[src/rtl/memory_col_ctrl.sv]
// rtl/memory_col_ctrl.sv - two-requester column controller with clear sequencer
//
// Purpose: owns one 1024 x 8 memory column. After reset, or on a clr_start request,
// it zeroes all 1024 words, one per cycle. Otherwise it arbitrates between
// requesters A and B, issuing at most one command per cycle. Ties are broken
// round-robin. Each read returns data one cycle after it is accepted.
//
// Ports:
//   clk, rst_n                 clock, asynchronous active-low reset
//   clr_start                  re-clear request (honoured in RUN only)
//   init_busy                  high while the clear sequence runs
//   a_/b_valid, a_/b_ready     command handshake (ready == grant)
//   a_/b_we, a_/b_addr, a_/b_wdata   command fields
//   a_/b_rsp_valid, a_/b_rsp_data    read response, data zero when not valid
//   mem_addr, mem_wr_data, mem_byte_en  column command
//   mem_rd_data                column read data, one cycle after its address
module memory_col_ctrl (
  input  logic       clk,
  input  logic       rst_n,
  input  logic       clr_start,
  output logic       init_busy,
  input  logic       a_valid,
  output logic       a_ready,
  input  logic       a_we,
  input  logic [9:0] a_addr,
  input  logic [7:0] a_wdata,
  output logic       a_rsp_valid,
  output logic [7:0] a_rsp_data,
  input  logic       b_valid,
  output logic       b_ready,
  input  logic       b_we,
  input  logic [9:0] b_addr,
  input  logic [7:0] b_wdata,
  output logic       b_rsp_valid,
  output logic [7:0] b_rsp_data,
  output logic [9:0] mem_addr,
  output logic [7:0] mem_wr_data,
  output logic       mem_byte_en,
  input  logic [7:0] mem_rd_data
);

  typedef enum logic {
    ST_CLEAR = 1'b0,
    ST_RUN   = 1'b1
  } state_t;

  state_t     state_q, state_d;
  logic [9:0] cnt_q, cnt_d;
  // 1 = B was granted most recently; reset value lets A win the first tie.
  logic       last_b_q, last_b_d;
  // One-deep response pipeline: marks that the column read issued last cycle
  // belongs to this port.
  logic       rsp_a_q, rsp_a_d;
  logic       rsp_b_q, rsp_b_d;
  logic       grant_a, grant_b;

  always_ff @(posedge clk or negedge rst_n) begin
    if (!rst_n) begin
      state_q  <= ST_CLEAR;
      cnt_q    <= 10'd0;
      last_b_q <= 1'b1;
      rsp_a_q  <= 1'b0;
      rsp_b_q  <= 1'b0;
    end else begin
      state_q  <= state_d;
      cnt_q    <= cnt_d;
      last_b_q <= last_b_d;
      rsp_a_q  <= rsp_a_d;
      rsp_b_q  <= rsp_b_d;
    end
  end

  always_comb begin
    state_d     = state_q;
    cnt_d       = cnt_q;
    last_b_d    = last_b_q;
    rsp_a_d     = 1'b0;
    rsp_b_d     = 1'b0;
    grant_a     = 1'b0;
    grant_b     = 1'b0;
    init_busy   = 1'b0;
    mem_addr    = 10'd0;
    mem_wr_data = 8'h00;
    mem_byte_en = 1'b0;

    unique case (state_q)
      ST_CLEAR: begin
        init_busy   = 1'b1;
        mem_addr    = cnt_q;
        mem_byte_en = 1'b1;
        // The counter wraps naturally from 1023 to 0 as RUN is entered.
        cnt_d       = cnt_q + 10'd1;
        if (cnt_q == 10'd1023) begin
          state_d = ST_RUN;
        end
      end

      ST_RUN: begin
        grant_a = a_valid && (!b_valid || last_b_q);
        grant_b = b_valid && !grant_a;
        if (grant_a) begin
          mem_addr    = a_addr;
          mem_wr_data = a_wdata;
          mem_byte_en = a_we;
          last_b_d    = 1'b0;
          rsp_a_d     = !a_we;
        end else if (grant_b) begin
          mem_addr    = b_addr;
          mem_wr_data = b_wdata;
          mem_byte_en = b_we;
          last_b_d    = 1'b1;
          rsp_b_d     = !b_we;
        end
        // A read granted alongside clr_start still completes: its response
        // pipeline entry is kept while the clear begins.
        if (clr_start) begin
          state_d = ST_CLEAR;
          cnt_d   = 10'd0;
        end
      end
    endcase
  end

  assign a_ready     = grant_a;
  assign b_ready     = grant_b;
  assign a_rsp_valid = rsp_a_q;
  assign b_rsp_valid = rsp_b_q;
  assign a_rsp_data  = rsp_a_q ? mem_rd_data : 8'h00;
  assign b_rsp_data  = rsp_b_q ? mem_rd_data : 8'h00;

endmodule

[config.mk]
export PLATFORM = sky130hd
export DESIGN_NAME = memory_col_ctrl
export DESIGN_NICKNAME = d
export VERILOG_FILES = /design/src/rtl/memory_col_ctrl.sv
export SDC_FILE = /design/constraint.sdc
export NUM_CORES = 1
export LEC_CHECK = 0
export CAP_MARGIN = 20
export CORE_MARGIN = 2
export CORE_UTILIZATION = 30
export CTS_CLUSTER_DIAMETER = 100
export DETAILED_ROUTE_END_ITERATION = 8
export DONT_BUFFER_PORTS = 1
export GPL_ROUTABILITY_DRIVEN = 0
export PLACE_DENSITY = 0.42
export SLEW_MARGIN = 40
export SYNTH_ARGS = -nofsm -noshare
export SYNTH_HDL_FRONTEND = slang
export SYNTH_SLANG_ARGS = --single-unit
[constraint.sdc]
create_clock -name clk -period 2 [get_ports clk]
set_clock_uncertainty 0.2 [all_clocks]
set_input_delay 0.2 -clock clk [delete_from_list [all_inputs] [get_ports clk]]
set_output_delay 0.2 -clock clk [all_outputs]
set_load 0.01 [all_outputs]
# Word level (Yosys, flattened, before mapping)
# Index checks and enable logic that the tools add are counted.
# W data, S select, Z words.
[classes] eq_ne=2 mux=26 n_bitwise=1 n_reduce_logical=9 addsub=1
[ops] operator="$mux W8" count=5
[ops] operator="$pmux W10 S2" count=2
[ops] operator="$mux W10" count=3
[ops] operator="$mux W1" count=14
[ops] operator="$add A10 B1 Y10 const B" count=1
[ops] operator="$eq A10 B10 Y1 const B" count=1
[ops] operator="$logic_not A1 Y1" count=4
[ops] operator="$pmux W1 S2" count=2
[ops] operator="$logic_and A1 B1 Y1" count=2
[ops] operator="$ne A2 B2 Y1 const B" count=1
[ops] operator="$reduce_and A2 Y1" count=1
[ops] operator="$reduce_bool A2 Y1" count=1
[ops] operator="$logic_or A1 B1 Y1" count=1
[ops] operator="$not A1 Y1" count=1
[word_totals] wordCells=44 in_bits=51 regBits=14 output_inout_bits=40

# Longest topological paths before layout
[depth] word_depth=8 ltp_mapped=5 ltp_nobuf=4

# Worst setup path before layout
# No wires, ideal clock.
[synth_path] kind="register -> output" start="register last_b_q" end="output port mem_addr[1]" path_slack_ns=0.314 path_stages_with_launch=5 t_arrival_ns=1.286 t_required_ns=1.600 cell_sequence="dfstp_2 a21boi_1 and2_1 buf_2 a221o_1"
[synth_via] elab_chain_cells=7
[synth_rtl] element="start: declaration" line_no="50" text="logic last_b_q, last_b_d;"
[synth_rtl] element="start signal: assignment" line_no="67" text="last_b_q <= last_b_d;"
[synth_rtl] element="$logic_or A1 B1 Y1 (*)" line_no="99" text="grant_a = a_valid && (!b_valid || last_b_q);"
[synth_rtl] element="$logic_and A1 B1 Y1 (*)" line_no="99"
[synth_rtl] element="$logic_not A1 Y1" line_no="100" text="grant_b = b_valid && !grant_a;"
[synth_rtl] element="$logic_and A1 B1 Y1" line_no="100"
[synth_rtl] element="$mux W10" line_no="107" text="end else if (grant_b) begin"
[synth_rtl] element="$mux W10 (*)" line_no="101" text="if (grant_a) begin"
[synth_rtl] element="$pmux W10 S2 (*)" line_no="86" text="unique case (state_q)"
[synth_rtl] element="end: declaration" line_no="36" text="output logic [9:0] mem_addr,"
# Every way passes the cells marked *; elsewhere a longest branch is shown, timed or not.

# Worst setup path after layout
[layout_path] start="register last_b_q" end="output port mem_addr[2]"
# Same word-level chain as after synthesis.

==> results.toml <==
[run_status]
status = "completed"

[floorplan]
io_pins = 91
die-area_um2 = 4030
die_h_um = 63.5
initial_core_util_pct = 31.5
placementRows = 21
die_w_um = 63.5
core_area_um2 = 3360

[yosys]
ys_top_cells_by_area = "dfrtp_1 31%, and2_1 10%, a221o_1 8.5%, a22o_1 6.6%, nor2b_1 5.9%"
syn_nets = 173
synth-edff-count = 0
ys.warnings.count = 0
syn_avg_cell_area_um2 = 8.77
yosys.area.top_type_share_pct = 30.7
synth.ff_latch_count = 14
synth_ff_type = "dfrtp_1"
synth_cell_type_count = 34
syn_area_um2 = 1060
async_flop_share_pct = 100
netlist_instances = 121
yosys.area.top_type = "dfrtp_1"
ys_seq_area_share_pct = 33.1

[setup_path]
crit_path_end_kind = "primary output"
slowest_delay_ns = 0.39
worstSetupEndpoint = "mem_addr[2]"
cp_data_arrival_time_ns = 1.54
cp-start-kind = "flop"
cp_cell_sequence = "nand2b_1 > and3_4 > buf_6 > a221o_1"
slowest_stage = "dfstp_2"
rr_startpoint = "cnt_q[1]"
crit_required_ns = 1.60
rr_endpoint = "cnt_q[6]"
rrSetupSlack_ns = 0.33
reg2regPathDepth = 4
path_class = "reg -> out"
crit_start = "last_b_q"
cp_max_fo = 10

[clock_network]
cts_tree = "done"
clock-sinks = 14
path_clk_slew_ns = 0.09
cts_htree_levels = 1
post_cts_buffers = 0
cts_root_buf = "clkbuf_4"
clockBufferDepth = 2
cts_buffers = 3
insertion_delay_ns = 0.29

[power_and_ir_drop]
p_per_area_nw_per_um2 = 1030
p_leak_nw = 0.478
vdd_drop_max_mv = 0.490

[timing]
maxSlewViolCount = 0
hold_viol = 0
setup_viol = 0
fin_crit_sh_pct = 97.0
fin_tns_setup_ns = 0
rsz0062_at_grt = "no"
max_freq_mhz = 515
fin_crit_ns = 1.94
relSlewSlack_pct = 53.7
tightest_slew_ns = 0.692

[cells_and_area]
antenna-diode-count = 0
drive_gt1_share_pct = 11.1
final_common_cell = "and2_1"
fin_cells = 172
area_growth_pct = 14.4
multiInputGateArea_um2 = 668
layout.nets = 179
area.sequential_um2 = 352
n_fill_cell = 371
final_cell_mix = "16 x and2_1, 13 x dfrtp_1, 10 x nor2b_1"

[global_routing]
overflow = 0
grt_start_max_net_pins = 19
met2_usage_pct = 22.1
gr-usage-met3_pct = 5.18
grt_pass1_wl_um = 4440
grt_pass1_vias = 902
gr-max-usage-layer = "met2"
met1_usage_pct = 18.3
antenna_found_initial = 0
grt_use_total_pct = 13.9

[place]
hpwl_um = 2170
dp.cells = 164
io_buffers = 0

[routing]
num_vias = 970
ant_nets = 0
drc = 0
first_iter_violations = 45
post_drt_wl_per_cell_um = 16.4
drt_first_pass_iters = 4
viasPerCell = 5.64
wl_um = 2820

[flow_run]
drv_cap = 0

[hold_path]
holdPathStages = 3
hold_path.class = "in -> reg"
-- worst max-delay path: cells and delay by family, from the launching register on --
| family | cells | cell delay [ns] |
|---|---|---|
| DFF | 1 | 0.39 |
| and+or+nand+nor | 2 | 0.37 |
| AOI/OAI and AO/OA | 1 | 0.37 |
| buffers and inverters | 1 | 0.14 |
-- per-layer routing --
layer  up-vias  wire [um]
met5         -          0
met4         0         13
met3         2        232
met2        39       1330
met1       465       1240
li1        464          -
-- through the flow --
step	cell area (um2)	total power [mW]	hold WS (ns)	setup WS (ns)	utilization, %
after floorplan	1060	0.935	-0.296	0.314	-
after global placement	1110	1.02	-0.295	0.176	33.1
after detailed placement	1110	1.03	-0.295	0.136	33.1
after CTS	1190	1.27	0.114	0.0146	35.5
after global routing	1210	1.38	0.108	0.00377	36.1
final	1210	1.26	0.0950	0.0590	36.1
-- sequential cells by signal, summed over array words and instances, names as in the netlist --
signal       count
b_rsp_valid      1
cnt_q           10
a_rsp_valid      1
state_q          1
last_b_q         1
-- worst min-delay path by stage --
stage                  from          end
floorplan             rst_n  a_rsp_valid
global placement      rst_n     cnt_q[3]
detailed placement    rst_n     cnt_q[3]
CTS                 a_valid     last_b_q
finish              a_valid     last_b_q
global route        a_valid     last_b_q
-- cells in the mapped netlist, drive strengths merged (2+ instances only) --
master  number
nand3        6
xnor2        2
nand3b       2
o21ai        4
a221o        9
o211ai       2
a22o         8
nand2b       2
dfrtp       13
inv          3
o22ai        3
nor2         4
nand2        9
a32oi        2
buf          7
or4          4
nor2b       10
and2        17
-- logic make-up (layout without fill, tap and decap cells) --
group | count (synthesis) | after routing | synth area share (%)
AOI/OAI and AO/OA | 36 | 36 | 27.8
xor gates and xnor gates | 3 | 3 | 2.48
adders and majority gates | 1 | 1 | 1.18
buffers and inverters | 11 | 16 | 4.95
DFF | 14 | 14 | 33.1
and+or+nand+nor | 56 | 56 | 30.4
-- power breakdown --
part           internal (mW)  switching [mW]  leakage, nW  total (mW)
Combinational          0.248           0.272        0.289       0.520
Clock                  0.111           0.107       0.0210       0.218
Sequential             0.393           0.124        0.168       0.517
Total                  0.752           0.503        0.478        1.26
-- repair_timing --
| action | in CTS | in global routing |
|---|---|---|
| pin swaps | 2 | 6 |
| hold buffers | 4 | 0 |
| endpoints found under the hold margin | 27 | 0 |
| setup endpoints to repair | 16 | 17 |
| gates resized for setup | 2 | 5 |
-- area by class of cell --
type                    count  share of cell area (%)
flip-flops and latches     14                    29.0
multi-input cells          96                    55.1
clock buffers               4                    2.99
well taps                  46                    4.74
repair buffers              9                    7.32
inverters                   3                   0.928
No activity file was read; power rests on OpenSTA's default activity.
